### config.mk
export PLATFORM = sky130hd
export DESIGN_NAME = eth_latency_ping_scheduler
export DESIGN_NICKNAME = d
export VERILOG_FILES = /design/src/rtl/eth_latency_ping_scheduler.sv
export SDC_FILE = /design/constraint.sdc
export NUM_CORES = 1
export LEC_CHECK = 0
export ABC_AREA = 1
export ABC_CLOCK_PERIOD_IN_PS = 4000
export CAP_MARGIN = 10
export CORE_ASPECT_RATIO = 0.7
export CORE_MARGIN = 2
export CORE_UTILIZATION = 45
export CTS_CLUSTER_DIAMETER = 80
export CTS_CLUSTER_SIZE = 14
export DETAILED_ROUTE_END_ITERATION = 12
export PLACE_DENSITY = 0.7
export REMOVE_ABC_BUFFERS = 1
export SETUP_SLACK_MARGIN = 0.15
export SYNTH_ARGS = -nofsm -noshare
export SYNTH_HDL_FRONTEND = slang
export SYNTH_SLANG_ARGS = --single-unit
### constraint.sdc
create_clock -name clk -period 4 [get_ports clk]
set_input_delay 0.8 -clock clk [delete_from_list [all_inputs] [get_ports clk]]
set_output_delay 0.8 -clock clk [all_outputs]
set_load 0.05 [all_outputs]
### src/rtl/eth_latency_ping_scheduler.sv
// ----------------------------------------------------------------------------
// eth_latency_ping_scheduler
// Sequences the latency measurer's ping/pong exchange. It requests a ping from
// the frame transmitter and timestamps its departure. It then waits for the
// matching pong or a timeout, and afterwards waits the inter-ping delay. It
// also keeps the ping, RTT and loss statistics that the register block reads.
//
// Ports
//   clk, rst_n        clock, asynchronous active-low reset
//   enable, srst      run scheduler / synchronous soft reset (register bits)
//   delay             idle cycles between end of one exchange and next ping
//   timeout           cycles to wait for pong after ping departure
//   current_time      free-running timestamp
//   tx_req/tx_seq     ping request (held until tx_ack) and its sequence number
//   tx_ack, tx_done   TX accepted request / ping's first byte left MAC
//   rx_pong_valid/seq pong received and its sequence number
//   ping_count        pings acknowledged by TX
//   rtt               last round-trip time in cycles
//   pings_lost        exchanges ended by timeout
//   stale_pongs       pongs not matching the in-flight ping or arriving late
//   result_valid      1-cycle pulse: rtt updated or loss counted
//   busy              scheduler not idle
// ----------------------------------------------------------------------------
module eth_latency_ping_scheduler #(
   parameter int unsigned C_SEQ_WIDTH = 64
) (
   input  logic                   clk,
   input  logic                   rst_n,
   input  logic                   enable,
   input  logic                   srst,
   input  logic [31:0]            delay,
   input  logic [31:0]            timeout,
   input  logic [63:0]            current_time,
   output logic                   tx_req,
   output logic [C_SEQ_WIDTH-1:0] tx_seq,
   input  logic                   tx_ack,
   input  logic                   tx_done,
   input  logic                   rx_pong_valid,
   input  logic [C_SEQ_WIDTH-1:0] rx_pong_seq,
   output logic [C_SEQ_WIDTH-1:0] ping_count,
   output logic [31:0]            rtt,
   output logic [C_SEQ_WIDTH-1:0] pings_lost,
   output logic [C_SEQ_WIDTH-1:0] stale_pongs,
   output logic                   result_valid,
   output logic                   busy
);

   typedef enum logic [2:0] {
      S_IDLE,
      S_REQ,
      S_WAIT_TX,
      S_WAIT_RX,
      S_GAP
   } state_t;

   state_t                 state_q, state_d;
   logic [C_SEQ_WIDTH-1:0] ping_count_q, ping_count_d;
   logic [C_SEQ_WIDTH-1:0] inflight_q, inflight_d;
   logic [C_SEQ_WIDTH-1:0] lost_q, lost_d;
   logic [C_SEQ_WIDTH-1:0] stale_q, stale_d;
   logic [31:0]            t_sent_q, t_sent_d;
   logic [31:0]            wait_q, wait_d;
   logic [31:0]            gap_q, gap_d;
   logic [31:0]            rtt_q, rtt_d;
   logic                   rv_q, rv_d;
   logic                   tx_req_q, tx_req_d;
   logic                   busy_q, busy_d;
   logic [31:0]            tmo_eff;
   logic                   pong_match;

   assign tmo_eff    = (timeout == '0) ? 32'd1 : timeout;
   assign pong_match = rx_pong_valid && (state_q == S_WAIT_RX) && (rx_pong_seq == inflight_q);

   always_comb begin
      state_d      = state_q;
      ping_count_d = ping_count_q;
      inflight_d   = inflight_q;
      lost_d       = lost_q;
      stale_d      = stale_q;
      t_sent_d     = t_sent_q;
      wait_d       = wait_q;
      gap_d        = gap_q;
      rtt_d        = rtt_q;
      rv_d         = 1'b0;

      if (rx_pong_valid && !pong_match) begin
         stale_d = stale_q + C_SEQ_WIDTH'(1);
      end

      unique case (state_q)
         S_IDLE: begin
            if (enable) state_d = S_REQ;
         end
         S_REQ: begin
            if (tx_ack) begin
               inflight_d   = ping_count_q;
               ping_count_d = ping_count_q + C_SEQ_WIDTH'(1);
               state_d      = S_WAIT_TX;
            end
         end
         S_WAIT_TX: begin
            if (tx_done) begin
               t_sent_d = current_time[31:0];
               wait_d   = '0;
               state_d  = S_WAIT_RX;
            end
         end
         S_WAIT_RX: begin
            wait_d = wait_q + 32'd1;
            // A pong arriving on the timeout cycle still counts as a valid RTT.
            if (pong_match) begin
               rtt_d   = current_time[31:0] - t_sent_q;
               rv_d    = 1'b1;
               gap_d   = '0;
               state_d = S_GAP;
            end else if (wait_q + 32'd1 >= tmo_eff) begin
               lost_d  = lost_q + C_SEQ_WIDTH'(1);
               rv_d    = 1'b1;
               gap_d   = '0;
               state_d = S_GAP;
            end
         end
         S_GAP: begin
            // Stay delay+1 cycles, so delay=0 still spends one cycle here.
            gap_d = gap_q + 32'd1;
            if (gap_q >= delay) state_d = enable ? S_REQ : S_IDLE;
         end
         default: state_d = S_IDLE;
      endcase

      tx_req_d = (state_d == S_REQ);
      busy_d   = (state_d != S_IDLE);
   end

   always_ff @(posedge clk or negedge rst_n) begin
      if (!rst_n) begin
         state_q      <= S_IDLE;
         ping_count_q <= '0;
         inflight_q   <= '0;
         lost_q       <= '0;
         stale_q      <= '0;
         t_sent_q     <= '0;
         wait_q       <= '0;
         gap_q        <= '0;
         rtt_q        <= '0;
         rv_q         <= 1'b0;
         tx_req_q     <= 1'b0;
         busy_q       <= 1'b0;
      end else if (srst) begin
         state_q      <= S_IDLE;
         ping_count_q <= '0;
         inflight_q   <= '0;
         lost_q       <= '0;
         stale_q      <= '0;
         t_sent_q     <= '0;
         wait_q       <= '0;
         gap_q        <= '0;
         rtt_q        <= '0;
         rv_q         <= 1'b0;
         tx_req_q     <= 1'b0;
         busy_q       <= 1'b0;
      end else begin
         state_q      <= state_d;
         ping_count_q <= ping_count_d;
         inflight_q   <= inflight_d;
         lost_q       <= lost_d;
         stale_q      <= stale_d;
         t_sent_q     <= t_sent_d;
         wait_q       <= wait_d;
         gap_q        <= gap_d;
         rtt_q        <= rtt_d;
         rv_q         <= rv_d;
         tx_req_q     <= tx_req_d;
         busy_q       <= busy_d;
      end
   end

   assign tx_req       = tx_req_q;
   assign tx_seq       = ping_count_q;
   assign ping_count   = ping_count_q;
   assign rtt          = rtt_q;
   assign pings_lost   = lost_q;
   assign stale_pongs  = stale_q;
   assign result_valid = rv_q;
   assign busy         = busy_q;

endmodule

==> results_dict.tcl <==
set metrics [dict create \
    p_leak_nw 14.8 \
    ys.flop_type "dfrtp_1" \
    finalNonFillerCells 5236 \
    required_ns 4.44 \
    insertion_delay_ns 0.56 \
    final_area_um2 34400 \
    period_needed_ns 3.74 \
    ir_drop_mv 0.353 \
    rr_worst_depth 25 \
    n_antenna_cell 0 \
    place_congestion 1.05 \
    syn_inst 4031 \
    cts_made_buffers 35 \
    io_buffer_count 457 \
    ys_warn_count 0 \
    setup_violations 0 \
    drc 0 \
    worstHoldPathType "input port to async pin" \
    crit_fanout 6 \
    vias 28900 \
    final_util_pct 56.0 \
    final_hold_viol_count 0 \
    grt.overflow.total 0 \
    reg2reg_to "pings_lost[47]" \
    cts_hold_buf 0 \
    crit_path_start_kind "register" \
    finalPower_mw 8.50 \
    ctsHtreeMaxLevel 2 \
    routedWlPerCell_um 19.8 \
    wl_mm 104 \
    synthesis.area_um2 27900 \
    clockBufferDepth 3 \
    status "finished, final reports clean" \
    synth_area_per_cell_um2 6.93 \
    cts_sinks 390 \
    max-slew-margin-rel_pct 32.4 \
    fin_crit_sh_pct 93.4 \
    arrival_ns 4.18 \
    syn_to_final_growth_pct 23.0 \
    synth_cell_types 59 \
    core_um2 61400 \
    drtPass1Iterations 5 \
    antenna_found_initial 0 \
    dieArea_um2 64100 \
    finalNetCount 4709 \
    nFillCells 6065 \
    yosysSeqAreaShare_pct 34.9 \
    cts.clk_slew.worst_paths_ns 0.07 \
    grt_pass1_vias 27200 \
    ys_ff_latch 390 \
    worst_pin_slew_ns 1.00 \
    die_w_um 302 \
    dp_cells 5182 \
    rsz0062_at_grt "yes" \
    cp-end-kind "register" \
    ant_nets 0 \
    dpl_cell_area_um2 33000 \
    grt_pass1_wl_mm 157 \
    root_buffer "clkbuf_16" \
    grt_use_total_pct 31.7 \
    setup.worst_path.class "register to register" \
    r2r_start "wait_q[1]" \
    hpwlAfterDp_mm 80.7 \
    drt_iter0_markers 2819 \
    crit_start "wait_q[1]" \
    cts_tree "yes" \
    fp-row-count 76 \
    slew_violations 0 \
    synthArstFlopShare_pct 100 \
    start_util_pct 45.5 \
    rrSetupSlack_ns 0.26 \
    power_density_nw_per_um2 247 \
    fp.dieH_um 212 \
    grt_max_degree 91 \
    synth_edf_count 0 \
    fmax_mhz 268 \
    critical_path.endpoint "pings_lost[47]" \
    io-pin-count 490 \
    vias_per_cell 5.52 \
    cap_viol_max_count 0 \
    drive_gt1_share_pct 4.28 \
    fin_worst_skew_ns 0.0309 \
]
worst min path at each step:
stage / startpoint / depth (start not counted) / endpoint
2_1_floorplan: t_sent_q[0] / 2 / t_sent_q[0]
3_3_place_gp: rtt[9] / 2 / rtt[9]
3_5_place_dp: rtt[9] / 2 / rtt[9]
4_1_cts: rst_n / 1 / gap_q[18]
5_1_grt: rst_n / 1 / gap_q[18]
6_report: rst_n / 1 / gap_q[18]
power breakdown:
part | internal [mW] | leakage [nW] | switching, mW
Combinational | 0.402 | 8.86 | 0.731
Sequential | 3.96 | 5.44 | 0.0332
Clock | 1.76 | 0.500 | 1.61
Total | 6.13 | 14.8 | 2.37
kinds of logic after synthesis:
| family | Yosys count | share of synthesized area, % |
|---|---|---|
| xor+xnor | 204 | 6.40 |
| compound gates | 465 | 9.59 |
| fa+ha+maj | 101 | 4.55 |
| buf+inv | 699 | 10.7 |
| simple gates | 2172 | 33.8 |
| flops | 390 | 34.9 |
state kept, by name, indices dropped and copies added, names as in the netlist, 3 cells and up:
register and count:
rtt 32, stale_pongs 64, gap_q 32, wait_q 32
inflight_q 64, ping_count 64, pings_lost 64, t_sent_q 32
state_q 3
metrics by stage:
step | setup WS, ns | TNS, ns | hold WS, ns
after floorplan | -4.00 | -658.57 | 0.456
after global placement | 0.117 | 0 | 0.468
after detailed placement | 0.0924 | 0 | 0.469
after CTS | 0.158 | 0 | 0.305
after global routing | 0.0379 | 0 | 0.337
final | 0.263 | 0 | 0.294
critical path, cell delays in order (launching register included):
cell	delay, ns
dfrtp_1	0.37
ha_2	0.20
nand2_2	0.07
nor2_4	0.14
nand2_4	0.08
nor3_4	0.21
nand4_1	0.16
or2_4	0.31
xor2_2	0.17
ha_1	0.31
nand2_1	0.07
inv_1	0.05
nand3_1	0.13
a21oi_1	0.06
nor2_1	0.19
nand2_1	0.10
nand2_1	0.06
nand2_1	0.05
nor2_1	0.10
buf_4	0.17
inv_4	0.04
nand3_4	0.15
nand2_8	0.11
clkbuf_16	0.21
nand2_2	0.05
nand2_1	0.05
synthesized netlist by cell type (3+ instances only):
cell / instances / area [um^2]
nand3_2: 6 / 60.1
or2_1: 3 / 18.8
nor3_4: 3 / 48.8
nor3b_1: 5 / 37.5
nand3b_1: 5 / 37.5
a21o_1: 9 / 67.6
buf_6: 10 / 113
nor2_1: 499 / 1870
nand4_1: 144 / 901
buf_4: 73 / 548
dfrtp_1: 390 / 9760
o21bai_1: 9 / 67.6
nand3_1: 303 / 1520
inv_2: 5 / 18.8
o22ai_1: 57 / 357
o31ai_1: 51 / 383
xnor2_1: 52 / 455
clkinv_1: 3 / 11.3
a21oi_1: 96 / 480
nor3_1: 110 / 551
o21a_1: 14 / 105
buf_2: 14 / 70.1
o21ai_1: 11 / 55.1
nand2_1: 1006 / 3780
o21ai_2: 5 / 43.8
xor2_1: 152 / 1330
buf_1: 9 / 33.8
o21ai_0: 192 / 961
and3_1: 3 / 18.8
inv_1: 521 / 1960
nor4_1: 45 / 282
or2_2: 4 / 25.0
nor2_2: 12 / 75.1
nor3_2: 5 / 50.1
ha_1: 100 / 1250
clkbuf_1: 62 / 233
nand2_2: 6 / 37.5
a31oi_1: 8 / 50.1
routing by layer:
metal | part of all wire [%] | routed length (um) | vias up | global-route usage, %
met3 | 9.6 | 9980 | 123 | 6.97
met4 | 2.3 | 2400 | 0 | 7.92
met5 | 0 | 0 | - | 0
li1 | - | - | 13800 | -
met2 | 41 | 42900 | 1181 | 45.9
met1 | 47 | 48300 | 13800 | 47.4
cell type report:
class	count	area (um^2)	share of cell area [%]
Tap cell	819	1020	2.98
Timing Repair Buffer	511	5220	15.2
Sequential cell	390	9760	28.4
Clock buffer	41	961	2.80
Multi-Input combinational cell	2942	15300	44.7
Clock inverter	4	56.3	0.164
Inverter	529	2000	5.81
cells in the final DEF (no fill, tap or decap), types with 51 or more instances in the layout:
cell type / n
nor3_1: 108
nand3_1: 301
inv_1: 518
nand4_1: 144
nand2_1: 990
o22ai_1: 57
nor2_1: 493
dfrtp_1: 390
ha_1: 98
xor2_1: 151
clkdlybuf4s50_1: 455
a21oi_1: 95
xnor2_1: 52
o31ai_1: 51
o21ai_0: 179
timing repair:
item                                    CTS  global route
buffers inserted                          0             2
pin swaps                                 0            18
endpoints found under the setup margin   42           102
cloned                                    0             7
resized for setup                         1            59
(Power assumes the default switching activity.)
